**config.mk**
```make
export PLATFORM = sky130hd
export DESIGN_NAME = sr_latch_driver
export DESIGN_NICKNAME = d
export VERILOG_FILES = /design/src/rtl/sr_latch_driver.sv
export SDC_FILE = /design/constraint.sdc
export NUM_CORES = 1
export LEC_CHECK = 0
export BUFFER_PORTS_ARGS = -buffer_cell sky130_fd_sc_hd__buf_2
export CAP_MARGIN = 20
export CORE_MARGIN = 3
export CORE_UTILIZATION = 46
export CTS_CLUSTER_DIAMETER = 30
export CTS_CLUSTER_SIZE = 28
export DETAILED_ROUTE_END_ITERATION = 16
export PLACE_DENSITY = 0.75
export RECOVER_POWER = 50
export SLEW_MARGIN = 30
export SYNTH_ARGS = -nofsm -noshare
export SYNTH_HDL_FRONTEND = slang
export SYNTH_SLANG_ARGS = --single-unit
```
**constraint.sdc**
```tcl
create_clock -name clk -period 1.7 [get_ports clk]
set_input_delay 0.085 -clock clk [delete_from_list [all_inputs] [get_ports clk]]
set_output_delay 0.085 -clock clk [all_outputs]
set_load 0.05 [all_outputs]
```
**src/rtl/sr_latch_driver.sv**
```systemverilog
// sr_latch_driver: turns two raw, bouncy push-buttons into clean, mutually
// exclusive S/R drive plus a timed enable window for a downstream SR latch.
// Each button is synchronised, debounced and edge-detected into a sticky
// pending flag; a small FSM arbitrates the flags and plays out the window.
// Optional build macro SR_LATCH_DRIVER_TRACK_EN adds a q_model output that
// tracks the expected latch state and drops requests that would not change it.
module sr_latch_driver #(
    parameter int unsigned SYNC_STAGES = 2,
    parameter int unsigned DB_CYCLES   = 16,
    parameter int unsigned DB_W        = 5,
    parameter int unsigned PULSE_LEN   = 2,
    parameter int unsigned HOLDOFF     = 4,
    parameter int unsigned PRIORITY    = 0
) (
    input  logic clk,
    input  logic rst,
    input  logic btn_set,
    input  logic btn_rst,
    output logic enable,
    output logic S,
    output logic R,
    output logic busy,
`ifdef SR_LATCH_DRIVER_TRACK_EN
    output logic q_model,
`endif
    output logic conflict
);

    // Channel 0 is the set button, channel 1 the reset button.
    localparam int unsigned N_CH    = 2;
    localparam int unsigned TMR_MAX = (PULSE_LEN > HOLDOFF) ? PULSE_LEN : HOLDOFF;
    localparam int unsigned TMR_W   = $clog2(TMR_MAX + 1);

    typedef enum logic [1:0] {
        ST_IDLE    = 2'd0,
        ST_DRIVE   = 2'd1,
        ST_HOLDOFF = 2'd2
    } state_t;

    logic [N_CH-1:0]        btn;
    logic [SYNC_STAGES-1:0] sync_q [N_CH];
    logic [SYNC_STAGES-1:0] sync_d [N_CH];
    logic [DB_W-1:0]        cnt_q  [N_CH];
    logic [DB_W-1:0]        cnt_d  [N_CH];
    logic [N_CH-1:0]        db_q, db_d;
    logic [N_CH-1:0]        db_prev_q, db_prev_d;
    logic [N_CH-1:0]        rise;
    logic [N_CH-1:0]        pend_q, pend_d;

    state_t                 state_q, state_d;
    logic [TMR_W-1:0]       tmr_q, tmr_d;
    logic                   enable_q, enable_d;
    logic                   s_q, s_d;
    logic                   r_q, r_d;
    logic                   busy_q, busy_d;
    logic                   conflict_q, conflict_d;
    logic                   qm_q, qm_d;
    logic                   req_set, req_rst, both, win_set, clr;

    assign btn = {btn_rst, btn_set};

    // Synchroniser shift and per-channel debounce counter / level update.
    always_comb begin
        for (int ch = 0; ch < N_CH; ch++) begin
            sync_d[ch] = {sync_q[ch][SYNC_STAGES-2:0], btn[ch]};
            db_d[ch]   = db_q[ch];
            cnt_d[ch]  = '0;
            if (sync_q[ch][SYNC_STAGES-1] != db_q[ch]) begin
                if (cnt_q[ch] == DB_W'(DB_CYCLES - 1)) begin
                    db_d[ch] = ~db_q[ch];
                end else begin
                    cnt_d[ch] = cnt_q[ch] + DB_W'(1);
                end
            end
        end
        db_prev_d = db_q;
    end

    // Press is a 0->1 edge of the debounced level, seen one edge after it.
    assign rise = db_q & ~db_prev_q;

    // Front-end registers: synchronisers, debounce counters and levels.
    always_ff @(posedge clk) begin
        if (rst) begin
            for (int ch = 0; ch < N_CH; ch++) begin
                sync_q[ch] <= '0;
                cnt_q[ch]  <= '0;
            end
            db_q      <= '0;
            db_prev_q <= '0;
        end else begin
            for (int ch = 0; ch < N_CH; ch++) begin
                sync_q[ch] <= sync_d[ch];
                cnt_q[ch]  <= cnt_d[ch];
            end
            db_q      <= db_d;
            db_prev_q <= db_prev_d;
        end
    end

    // Arbitration, window timing and next values of all registered outputs.
    always_comb begin
        state_d    = state_q;
        tmr_d      = tmr_q;
        enable_d   = 1'b0;
        s_d        = 1'b0;
        r_d        = 1'b0;
        busy_d     = 1'b0;
        conflict_d = 1'b0;
        qm_d       = qm_q;
        clr        = 1'b0;

`ifdef SR_LATCH_DRIVER_TRACK_EN
        // Only requests that would change the modelled latch state count.
        req_set = pend_q[0] & ~qm_q;
        req_rst = pend_q[1] &  qm_q;
`else
        req_set = pend_q[0];
        req_rst = pend_q[1];
`endif
        both    = req_set & req_rst;
        win_set = both ? (PRIORITY != 0) : req_set;

        case (state_q)
            ST_IDLE: begin
                if (|pend_q) begin
                    clr = 1'b1;
                    if (req_set | req_rst) begin
                        state_d    = ST_DRIVE;
                        tmr_d      = TMR_W'(PULSE_LEN - 1);
                        enable_d   = 1'b1;
                        s_d        = win_set;
                        r_d        = ~win_set;
                        busy_d     = 1'b1;
                        conflict_d = both;
                        qm_d       = win_set;
                    end
                end
            end
            ST_DRIVE: begin
                if (tmr_q == '0) begin
                    if (HOLDOFF == 0) begin
                        state_d = ST_IDLE;
                    end else begin
                        state_d = ST_HOLDOFF;
                        tmr_d   = TMR_W'(HOLDOFF - 1);
                        busy_d  = 1'b1;
                    end
                end else begin
                    tmr_d    = tmr_q - TMR_W'(1);
                    enable_d = 1'b1;
                    s_d      = s_q;
                    r_d      = r_q;
                    busy_d   = 1'b1;
                end
            end
            ST_HOLDOFF: begin
                if (tmr_q == '0) begin
                    state_d = ST_IDLE;
                end else begin
                    tmr_d  = tmr_q - TMR_W'(1);
                    busy_d = 1'b1;
                end
            end
            default: begin
                state_d = ST_IDLE;
            end
        endcase

        // New presses always land, even on the edge that clears the flags.
        pend_d = (pend_q & ~{N_CH{clr}}) | rise;
    end

    // FSM state, pending flags and registered outputs.
    always_ff @(posedge clk) begin
        if (rst) begin
            state_q    <= ST_IDLE;
            tmr_q      <= '0;
            pend_q     <= '0;
            enable_q   <= 1'b0;
            s_q        <= 1'b0;
            r_q        <= 1'b0;
            busy_q     <= 1'b0;
            conflict_q <= 1'b0;
            qm_q       <= 1'b0;
        end else begin
            state_q    <= state_d;
            tmr_q      <= tmr_d;
            pend_q     <= pend_d;
            enable_q   <= enable_d;
            s_q        <= s_d;
            r_q        <= r_d;
            busy_q     <= busy_d;
            conflict_q <= conflict_d;
            qm_q       <= qm_d;
        end
    end

    assign enable   = enable_q;
    assign S        = s_q;
    assign R        = r_q;
    assign busy     = busy_q;
    assign conflict = conflict_q;
`ifdef SR_LATCH_DRIVER_TRACK_EN
    assign q_model  = qm_q;
`endif

    // Latch-safety invariants on the registered drive.
    a_no_s_and_r: assert property (@(posedge clk) disable iff (rst) !(s_q && r_q));
    a_quiet_when_disabled: assert property (@(posedge clk) disable iff (rst)
        !enable_q |-> (!s_q && !r_q));
    a_idle_not_busy: assert property (@(posedge clk) disable iff (rst)
        (state_q == ST_IDLE) |-> !busy_q);

endmodule

```
==> reports/results.ini <==
[cells_and_area]
drive_above_1_share = 0.112
final_core_util = 0.542
final_cell_mix = 29 x dfxtp_1, 17 x nor2_1, 9 x a21oi_1, 9 x ha_1, 8 x inv_1
fin_area_um2 = 1380
layout_commonest_cell = dfxtp_1
antennaDiodeCount = 0
nets = 157
area_growth_pct = 9.76

[power]
intPower_uw = 867
power_switching_uw = 250
peakVddDrop_uv = 473
powerDensity_nw_per_um2 = 810
p_seq_frac = 0.637
total_power_mw = 1.12
leakagePower_nw = 0.524
p_comb_frac = 0.020
clkPwrFrac = 0.343
sw_frac_of_total = 0.224

[floorplan]
die_w_um = 58.3
die_area_um2 = 3390
core_area_um2 = 2540
ios = 9
std_cell_rows = 18
dieHeight_um = 58.3
start_util = 0.494

[worst_setup_path]
crit_type = flop to flop
arrival_ns = 1.81
required_ns = 1.94
critical_path_peak_fanout = 6
endpoint_kind = flop
start_kind = flop

[synthesis]
synthesis.area_um2 = 1260
ys_warn_count = 0
syn_inst = 129
avgSynthCellArea_um2 = 9.74
ys_ff_latch = 30
ys.flop_type = dfxtp_1
synth_edf_count = 0
synth_cell_type_count = 32
yosysSeqAreaShare = 0.478
async_reset_ff_frac = 0
syn_nets = 143

[global_route]
grt_max_degree = 23
grt_use_total = 0.135
antenna_found_initial = 0
grt_pass1_wl_mm = 3.44
grt_pass1_vias = 813
grt_overflow = 0

[timing]
finalCriticalPeriod_ns = 1.57
rsz0062_at_grt = no
maxSlewViolCount = 0
setup_viol = 0
tns_ns = 0
timing.slew.headroom = 0.607
hold_violations = 0
holdWs_ns = 0.153
skew_ns = 0.0107
fmax_mhz = 638
fin_crit_sh = 0.922
worstMarginPinSlew_ns = 0.591

[detailed_routing]
final_antenna_net_count = 0
vias_per_cell = 5.14
first_iter_violations = 13
dr.pass1.iters = 4
drc_errors = 0
vias = 890
wire_per_inst_um = 11.2
totalWireLength_mm = 1.94

[cts]
cts.path.max_buffers = 2
cts-buffers-inserted = 5
clock_latency_ns = 0.32
cts_sinks = 30
clkTransAtPathRegs_ns = 0.09
cts_root_buf = clkbuf_4
cts_tree = yes
cts_setup_buffers = 0
htree_levels = 2

[worst_hold_path]
hold_path_class = primary input to flop

[placement]
dp_hpwl_mm = 1.31
portBuffers = 8
gp_congestion = 0.754
placed_cell_area_um2 = 1320

[run]
cap_viol_max_count = 0

[run_status]
status = finished, final reports clean

## per-layer routing
metal  part of all wire  vias to the layer above  GRT usage  wire [um]
li1                   -                      455          -          -
met1               0.47                      414      0.164        919
met2               0.45                       15      0.205        869
met3              0.055                        6     0.0601        106
met4              0.022                        0     0.0596         43
met5                  0                        -          0          0
## repair_timing
item / in CTS / in global routing
endpoints found under the setup margin: 0 / 3
resized for setup: 0 / 2
hold buffers: 2 / 0
endpoints found under the hold margin: 2 / 0
## power by group through the flow
stage / Combinational, mW / Clock [mW] / Sequential [mW]
after detailed placement: 0.0195 / 0 / 0.727
final: 0.0227 / 0.383 / 0.711
after floorplan: 0.0153 / 0 / 0.727
after CTS: 0.0232 / 0.398 / 0.711
after global routing: 0.0256 / 0.425 / 0.712
after global placement: 0.0187 / 0 / 0.727
## path summary, 6_finish.rpt
path | start | cells past startpoint | slack, ns | to
worst max-delay path | state_q[0]$_SDFFE_PP0P_ | 6 | 0.13 | tmr_q[2]$_SDFFE_PP0P_
worst min-delay path | rst | 2 | 0.15 | db_prev_d[0]$_SDFFE_PP0P_
worst max register to register | state_q[0]$_SDFFE_PP0P_ | 6 | 0.13 | tmr_q[2]$_SDFFE_PP0P_
worst min register to register | sync_q[0][0]$_SDFF_PP0_ | 1 | 0.45 | sync_q[0][1]$_SDFF_PP0_
## sequential cells by signal, summed over array words and instances (netlist names)
register,cells
db_prev_d,2
conflict,1
tmr_q,3
cnt_q,10
busy,1
R,1
pend_q,2
sync_q,4
state_q,2
S,1
enable,1
db_prev_q,2
## Yosys cell counts, types with 3 or more instances
master | n | area (um^2)
dfxtp_1 | 30 | 601
nand2b_1 | 6 | 37.5
and3_1 | 3 | 18.8
nand2_1 | 4 | 15.0
nor2b_1 | 7 | 43.8
nor2_1 | 17 | 63.8
mux2i_1 | 3 | 30.0
ha_1 | 10 | 125
inv_1 | 8 | 30.0
nand3_1 | 3 | 15.0
a21oi_1 | 9 | 45.0
xnor2_1 | 4 | 35.0
## critical path, cell delays in order (launching register included)
cell      delay (ns)
dfxtp_2         0.37
inv_1           0.07
ha_1            0.20
nor3b_2         0.19
a311oi_4        0.31
a21oi_1         0.12
a211oi_1        0.22
## metrics by stage
step | std cells | worst slack (ns)
finish | 173 | 0.133
global route | 173 | 0.0114
CTS | 173 | 0.0320
detailed placement | 164 | 0.0427
global placement | 164 | 0.167
floorplan | 129 | 0.166
## cells by family after synthesis
logic type / after synthesis / synth area share
DFF: 30 / 0.478
xor gates and xnor gates: 6 / 0.0418
and+or+nand+nor: 45 / 0.185
muxes: 3 / 0.0239
AOI/OAI and AO/OA: 22 / 0.126
adders and majority gates: 10 / 0.0996
buffers and inverters: 13 / 0.0458
## layout make-up
cell class	instances	area, um^2
sequential	30	602
tap	30	37.5
clock inverter	2	10.0
timing repair buffer	11	57.6
inverter	9	33.8
fill	247	1170
multi-input combinational	86	601
clock buffer	5	37.5
Power figures use the tool's default switching activity.
